## src/rtl/shift_search_ctrl_pkg.sv

```systemverilog
// Shared types and defaults for the shift/compare search sequencer.
// The data width must stay in step with the shiftcomp stage it drives.
package shift_search_pkg;

    localparam int DATA_W        = 8;
    localparam int MAX_STEPS_DEF = 16;
    localparam int STEP_W_DEF    = 5;

    typedef enum logic [1:0] {
        IDLE,
        LOAD,
        SEARCH,
        DONE
    } state_t;

endpackage

```

## src/rtl/shift_search_ctrl_if.sv

```systemverilog
// Request/result bundle between the parent (master) and the search sequencer (slave).
// The same bundle carries the shiftcomp-facing load/init/test/limit signals.
interface shift_search_ctrl_if #(
    parameter int STEP_W = shift_search_pkg::STEP_W_DEF
);

    logic                               start;
    logic [shift_search_pkg::DATA_W-1:0] seed;
    logic [shift_search_pkg::DATA_W-1:0] target;
    logic                               limit;
    logic                               load;
    logic [shift_search_pkg::DATA_W-1:0] init;
    logic [shift_search_pkg::DATA_W-1:0] test;
    logic                               busy;
    logic                               done;
    logic                               found;
    logic [STEP_W-1:0]                  steps;

    modport master (
        output start, seed, target, limit,
        input  load, init, test, busy, done, found, steps
    );

    modport slave (
        input  start, seed, target, limit,
        output load, init, test, busy, done, found, steps
    );

endinterface

```

## src/rtl/shift_search_ctrl.sv

```systemverilog
// Loads a seed into shiftcomp, then counts shift cycles until limit fires
// or the step budget is spent; reports found/steps with a one-cycle done.
//
// state  | meaning
// IDLE   | waiting for start; seed/target captured on acceptance
// LOAD   | load strobe high, shiftcomp takes init this edge
// SEARCH | shifter advances each edge; counter k = shifts since load
// DONE   | done pulse, result registers valid
module shift_search_ctrl
    import shift_search_pkg::*;
#(
    parameter int MAX_STEPS = MAX_STEPS_DEF,
    parameter int STEP_W    = STEP_W_DEF
) (
    input  logic               clk,
    input  logic               rst,
    shift_search_ctrl_if.slave bus
);

    localparam logic [STEP_W-1:0] LAST_STEP = STEP_W'(MAX_STEPS - 1);

    state_t              state_q, state_d;
    logic [STEP_W-1:0]   cnt_q, cnt_d;
    logic [DATA_W-1:0]   init_q, init_d;
    logic [DATA_W-1:0]   test_q, test_d;
    logic                found_q, found_d;
    logic [STEP_W-1:0]   steps_q, steps_d;
    logic                load_q;
    logic                busy_q;
    logic                done_q;

    always_comb begin
        state_d = state_q;
        cnt_d   = cnt_q;
        init_d  = init_q;
        test_d  = test_q;
        found_d = found_q;
        steps_d = steps_q;
        unique case (state_q)
            IDLE: begin
                if (bus.start) begin
                    init_d  = bus.seed;
                    test_d  = bus.target;
                    cnt_d   = '0;
                    found_d = 1'b0;
                    steps_d = '0;
                    state_d = LOAD;
                end
            end
            LOAD: state_d = SEARCH;
            SEARCH: begin
                if (bus.limit) begin
                    found_d = 1'b1;
                    steps_d = cnt_q;
                    state_d = DONE;
                end else if (cnt_q == LAST_STEP) begin
                    found_d = 1'b0;
                    steps_d = LAST_STEP;
                    state_d = DONE;
                end else begin
                    cnt_d = cnt_q + 1'b1;
                end
            end
            DONE: state_d = IDLE;
            default: state_d = IDLE;
        endcase
    end

    // Strobes are decoded from the next state so they line up with the state register.
    always_ff @(posedge clk or negedge rst) begin
        if (!rst) begin
            state_q <= IDLE;
            cnt_q   <= '0;
            init_q  <= '0;
            test_q  <= '0;
            found_q <= 1'b0;
            steps_q <= '0;
            load_q  <= 1'b0;
            busy_q  <= 1'b0;
            done_q  <= 1'b0;
        end else begin
            state_q <= state_d;
            cnt_q   <= cnt_d;
            init_q  <= init_d;
            test_q  <= test_d;
            found_q <= found_d;
            steps_q <= steps_d;
            load_q  <= (state_d == LOAD);
            busy_q  <= (state_d != IDLE);
            done_q  <= (state_d == DONE);
        end
    end

    assign bus.load  = load_q;
    assign bus.init  = init_q;
    assign bus.test  = test_q;
    assign bus.busy  = busy_q;
    assign bus.done  = done_q;
    assign bus.found = found_q;
    assign bus.steps = steps_q;

endmodule

```

## src/flat_wrapper.sv

```systemverilog
// flat-port wrapper written by rule: the top's interface ports become plain ports
module shift_search_ctrl_flat import shift_search_pkg::*;
#(
    parameter int MAX_STEPS = MAX_STEPS_DEF,
    parameter int STEP_W    = STEP_W_DEF
)
  (clk, rst, bus_start, bus_seed, bus_target, bus_limit, bus_load, bus_init, bus_test, bus_busy, bus_done, bus_found, bus_steps);
  shift_search_ctrl_if #(.STEP_W(STEP_W)) bus_i ();
  input  logic clk;
  input  logic rst;
  input wire logic [$bits(bus_i.start)-1:0] bus_start;
  input wire logic [$bits(bus_i.seed)-1:0] bus_seed;
  input wire logic [$bits(bus_i.target)-1:0] bus_target;
  input wire logic [$bits(bus_i.limit)-1:0] bus_limit;
  output wire logic [$bits(bus_i.load)-1:0] bus_load;
  output wire logic [$bits(bus_i.init)-1:0] bus_init;
  output wire logic [$bits(bus_i.test)-1:0] bus_test;
  output wire logic [$bits(bus_i.busy)-1:0] bus_busy;
  output wire logic [$bits(bus_i.done)-1:0] bus_done;
  output wire logic [$bits(bus_i.found)-1:0] bus_found;
  output wire logic [$bits(bus_i.steps)-1:0] bus_steps;
  assign bus_i.start = bus_start;
  assign bus_i.seed = bus_seed;
  assign bus_i.target = bus_target;
  assign bus_i.limit = bus_limit;
  assign bus_load = bus_i.load;
  assign bus_init = bus_i.init;
  assign bus_test = bus_i.test;
  assign bus_busy = bus_i.busy;
  assign bus_done = bus_i.done;
  assign bus_found = bus_i.found;
  assign bus_steps = bus_i.steps;
  shift_search_ctrl #(.MAX_STEPS(MAX_STEPS), .STEP_W(STEP_W)) u_core (.clk(clk), .rst(rst), .bus(bus_i));
endmodule
```

## config.mk

```make
export PLATFORM = sky130hd
export DESIGN_NAME = shift_search_ctrl_flat
export DESIGN_NICKNAME = d
export VERILOG_FILES = /design/src/rtl/shift_search_ctrl_pkg.sv /design/src/rtl/shift_search_ctrl_if.sv /design/src/rtl/shift_search_ctrl.sv /design/src/flat_wrapper.sv
export SDC_FILE = /design/constraint.sdc
export NUM_CORES = 1
export LEC_CHECK = 0
export BUFFER_PORTS_ARGS = -buffer_cell sky130_fd_sc_hd__buf_4
export CAP_MARGIN = 25
export CORE_MARGIN = 10
export CORE_UTILIZATION = 50
export CTS_BUF_LIST = sky130_fd_sc_hd__clkbuf_4 sky130_fd_sc_hd__clkbuf_8
export DETAILED_ROUTE_END_ITERATION = 16
export HOLD_SLACK_MARGIN = 0.02
export PLACE_DENSITY = 0.86
export REMOVE_ABC_BUFFERS = 1
export SLEW_MARGIN = 10
export SYNTH_ARGS = -nofsm -noshare
export SYNTH_HDL_FRONTEND = slang
export SYNTH_SLANG_ARGS = --single-unit
```

## constraint.sdc

```tcl
create_clock -name clk -period 2.39 [get_ports clk]
set_input_delay 0.239 -clock clk [delete_from_list [all_inputs] [get_ports clk]]
set_output_delay 0.239 -clock clk [all_outputs]
set_load 0.05 [all_outputs]
```

# ---- Word-level counts from Yosys, hierarchy flattened
# Cells that the tools add are included.
dict set report classes {
  n_addsub 1
  n_eq_ne 10
  mux 15
  reduce_logical 6
}
# cell count
set op_table {}
lappend op_table {{5-bit 2-to-1 mux} 5}
lappend op_table {{5-bit case mux with 2 select lines} 2}
lappend op_table {{2-bit case mux with 4 select lines} 1}
lappend op_table {{2-bit == test (second input constant)} 3}
lappend op_table {{2-bit 2-to-1 mux} 3}
lappend op_table {{2-bit inequality test (second input constant)} 3}
lappend op_table {{5-bit by 1-bit adder with 5-bit output (second input constant)} 1}
lappend op_table {{5-bit by 4-bit == test with 1-bit output (second input constant)} 1}
lappend op_table {{2-bit by 1-bit == test with 1-bit output (second input constant)} 2}
lappend op_table {{4-bit AND reduction} 1}
lappend op_table {{2-bit nonzero test} 2}
lappend op_table {{1-bit 2-to-1 mux} 3}
lappend op_table {{3-bit by 2-bit inequality test with 1-bit output (second input constant)} 1}
lappend op_table {{3-bit AND reduction} 1}
lappend op_table {{2-bit logical NOT} 1}
lappend op_table {{1-bit case mux with 2 select lines} 1}
lappend op_table {{2-bit AND reduction} 1}
dict set report totals {
  ff_bits 32
  elab_cells 41
}

# ---- Depth between registers and ports, before layout
dict set report depth {
  word_depth 5
  depth_mapped 8
  depth_no_buf 7
}

# ---- Worst setup path after synthesis
# No wires, ideal clock.
dict set report synth_path {
  path_kind {register -> register}
  startpoint {register u_core.cnt_q[0]}
  endpoint {register u_core.busy_q, in the netlist u_core.bus.busy}
  setup_ps 124
  arrival_time_ps 1826
  path_slack_ps 440
  path_stages_with_launch 8
  path_buffers 0
  path_cell_list {dfrtp_1 -> ha_1 -> and3_1 -> ha_1 -> or3_2 -> a21oi_2 -> nor2_1 -> or2_1}
}
dict set report synth_between {
  elab_chain_len 5
}
# item line_no
set synth_rtl {}
lappend synth_rtl {{from (decl)} shift_search_ctrl.sv:23} ;# logic [STEP_W-1:0] cnt_q, cnt_d;
lappend synth_rtl {{from (signal assigned)} shift_search_ctrl.sv:83} ;# cnt_q <= cnt_d;
lappend synth_rtl {{5-bit by 4-bit == test with 1-bit output} shift_search_ctrl.sv:56} ;# end else if (cnt_q == LAST_STEP) begin
lappend synth_rtl {{2-bit 2-to-1 mux} shift_search_ctrl.sv:56}
lappend synth_rtl {{2-bit 2-to-1 mux} shift_search_ctrl.sv:52} ;# if (bus.limit) begin
lappend synth_rtl {{2-bit case mux with 4 select lines} shift_search_ctrl.sv:39} ;# unique case (state_q)
lappend synth_rtl {{via u_core.state_d[0]} shift_search_ctrl.sv:22} ;# state_t state_q, state_d;
lappend synth_rtl {{2-bit nonzero test} shift_search_ctrl.sv:89} ;# busy_q <= (state_d != IDLE);
lappend synth_rtl {{to (signal assigned)} shift_search_ctrl.sv:89}
lappend synth_rtl {{to (decl)} shift_search_ctrl.sv:29} ;# logic busy_q;
# The timed path passes the listed nets, and every way through them passes these cells.
# A chain may end at the register's enable or synchronous reset.

# ---- Worst setup path after layout
# Same ends and word-level chain as after synthesis.

==> metrics.md <==
| Metric | Value |
|---|---|
| Worst VDD drop | `1.43 mV` |
| Routed WL per cell | `15.4 um` |
| Power share of the clock group | `0.150` |
| Max Fclk | `481 MHz` |
| Htree depth | `2` |
| Setup Skew | `8.89 ps` |
| Final critical-path required period | `2080 ps` |
| Min Hold Slack | `between 100 and 150 ps` |
| Cell Pwr Density | `1630 mW/mm^2` |
| GRT overflow | `0` |
| Ordered cell list for the critical path | `ha_1 > and3_1 > ha_1 > or3_2 > a21oi_2 > nor2_1 > or2_1` |
| Final period util | `0.870` |
| Critical Path Max Stage Delay | `between 400 and 500 ps` |
| Total CTS buffers | `5` |
| Yosys top cell by area | `dfrtp_1` |
| RSZ-0062 raised after global routing | `false` |
| Critical Path Start | `u_core.cnt_q[0]$_DFFE_PN0P_` |
| Antenna diode count | `0` |
| Port Buf Inserts | `44` |
| Run status | `complete, no violations` |
| Pin count of the biggest net entering global routing | `33` |
| Flip-flop and latch area | `~800 sq um` |
| # DRC | `0` |
| Initial antenna violation count | `0` |
| #FFs+latches synth | `32` |
| Later-pin clock latency in the skew report | `between 300 and 400 ps` |
| Static Leak | `0.902 nW` |
| Final Core Density | `0.682` |
| Register area share after synthesis | `0.566` |
| Relative slew slack | `0.581` |
| 1st-iter DRT viols | `51` |
| Logic gate share of total power | `0.550` |
| Sw Ratio | `0.468` |
| Worst r2r src | `u_core.cnt_q[0]$_DFFE_PN0P_` |
| Switching power of the nets | `1.42 mW` |
| Area of the multi-input gates | `571 sq um` |
| WP buf/inv | `0` |
| Slowest cell on the critical path | `or3_2` |
| Cells after Synth | `121` |
| Cell row count | `19` |
| Post-route ant nets | `0` |
| Vias | `1090` |
| Vias in the first global route | `1082` |
| Post-synth EDFFs | `0` |
| Gr busiest metal | `met2` |
| Met1 usage | `0.144` |
| Cell area after layout | `0.00186 sq mm` |
| Seq pwr share | `0.300` |
| Total length of routed wires | `3090 um` |
| Warnings from Yosys | `0` |
| RePlAce Congestion | `0.948` |
| Worst Setup Start Kind | `register` |
| Share of the synthesized area in the top cell type | `0.566` |
| TritonCTS Sinks | `32` |
| CTS Buffer Depth | `2` |
| Initial core utilization | `0.518` |
| Min-delay src | `bus_seed[2]` |
| Synth area leaders | `dfrtp_1 (57%), mux2_2 (13%), o21ai_0 (6.4%), ha_1 (3.5%), nand2_1 (1.9%)` |
| Top cells by count, synth | `dfrtp_1 (32), o21ai_0 (18), mux2_2 (16)` |
| Clock Root Buffer | `clkbuf_4` |
| First-pass GRT wire length | `5180 um` |
| DP HPWL | `2360 um` |
| Avg Inst Size Synth | `11.7 sq um` |
| Cell Area, Placed | `0.00176 sq mm` |
| CP delay by family, top | `simple AND/OR/NAND/NOR gates` |
| Max Slew Vio Count | `0` |
| Total negative setup slack | `0 ps` |
| Area delta synth->final | `31.7%` |
| Ports | `45` |
| Worst EP required | `about 2600 ps` |
| Layout cell share with drive strength beyond 1 | `0.424` |
| Setup crit end kind | `register` |
| Drt first pass iters | `4` |
| Cell with the most instances after synthesis | `dfrtp_1` |
| Critical path type | `register to register` |
| Hold Crit Class | `primary input to register` |
| Critical path peak fanout | `7` |
| Distinct cells, synth | `30` |
| NumNets Final | `193` |
| Int Pwr | `1.62 mW` |
| Setup bufs post-CTS | `0` |
| Final hold violation count | `0` |
| Die X | `73.2 um` |
| CTS tree | `yes` |
| Die Area | `roughly 0.0054 sq mm` |
| Via density per instance | `5.42` |
| GRT Util Overall | `0.122` |
| Met3 global-route usage | `0.0585` |
| Prevailing post-synth register cell | `dfrtp_1` |
| Setup-failing EPs final | `0` |
| Die height | `73.2 um` |
| Worst slew pin tran | `628 ps` |
| Worst-path clk slew | `100 ps` |
| GR met2 Demand/Resource | `0.180` |
| Fillers | `207` |
| Synth Cell Area | `0.00142 sq mm` |
| Post-synth ARST share | `1.00` |
| Core footprint | `0.00273 sq mm` |
| Most used cell along the critical path | `ha_1` |
| Max Cap Viol | `0` |
| Crit path arrival time | `2310 ps` |
## metrics by stage
stage / power (mW) / setup WS, ps / instances
after global placement: 2.57 / 380 / 192
after floorplan: 2.09 / 440 / 117
after global routing: 3.25 / 188 / 201
final: 3.04 / 311 / 201
after CTS: 3.07 / 312 / 201
after detailed placement: 2.61 / 329 / 192
## power by group through the flow
stage / Combinational, mW / Clock (mW) / Sequential, mW
after detailed placement: 1.69 / 0 / 0.924
after floorplan: 0.511 / 0 / 1.58
after global placement: 1.66 / 0 / 0.906
after CTS: 1.69 / 0.468 / 0.911
after global routing: 1.81 / 0.491 / 0.947
final: 1.67 / 0.456 / 0.912
## metal layers
layer	up-vias	routed length [um]
li1	529	-
met1	505	1240
met2	50	1350
met3	6	434
met4	0	65
met5	-	0
## state kept, by name (all words and copies together), names as in the netlist
signal / count
u_core.bus.init: 8
u_core.bus.test: 8
u_core.bus.steps: 5
u_core.cnt_q: 5
u_core.state_q: 2
u_core.bus.busy: 1
u_core.bus.done: 1
u_core.bus.found: 1
u_core.bus.load: 1
## cell families (layout without fill, tap and decap cells)
logic type,Yosys count,after routing,synth area share
buf+inv,9,58,0.0309
simple gates,33,33,0.126
flops,32,32,0.566
fa+ha+maj,4,4,0.0354
compound gates,26,26,0.107
mux,17,17,0.134
## cell usage in the layout, fill, tap and decap left out, drive strengths merged
master	n
ha	4
a21o	1
nand2	7
and3	2
nor2	4
dfrtp	32
inv	5
nor2b	1
o21ai	18
nand3	5
nor4b	1
dlygate4sd3	1
nor3b	1
or2	3
a32o	1
clkbuf	7
buf	44
nand3b	1
o31ai	1
and2	2
o31a	1
nand2b	2
bufinv	1
a21oi	3
or3	2
nor3	2
mux2	16
a211o	1
mux2i	1
## worst reg2reg max path: stages (launching register included)
cell	delay, ps
dfrtp_1	440
ha_1	240
and3_1	150
ha_1	200
or3_2	490
a21oi_2	160
nor2_1	70
or2_1	220
## area by class of cell
| cell class | count | share of cell area |
|---|---|---|
| sequential | 32 | 0.430 |
| multi-input combinational | 80 | 0.306 |
| timing repair buffer | 45 | 0.183 |
| clock buffer | 7 | 0.0349 |
| tap | 31 | 0.0208 |
| clock inverter | 1 | 0.0161 |
| inverter | 5 | 0.0101 |
## repair_timing
item	CTS	global route
endpoints found under the hold margin	32	0
resized for setup	0	0
hold buffers	1	0
## final timing paths
| kind | to | slack (ps) | cells past startpoint |
|---|---|---|---|
| max | u_core.bus.busy$_DFF_PN0_ | 310 | 7 |
| min | u_core.bus.init[2]$_DFFE_PN0P_ | 130 | 2 |
| max reg2reg | u_core.bus.busy$_DFF_PN0_ | 310 | 7 |
| min reg2reg | u_core.bus.steps[3]$_DFFE_PN0P_ | 490 | 2 |
| max in group asynchronous | u_core.cnt_q[1]$_DFFE_PN0P_ | 1740 | 2 |
| min in group asynchronous | u_core.bus.init[2]$_DFFE_PN0P_ | 360 | 2 |
Note: power is estimated with default switching activity, not from simulation.
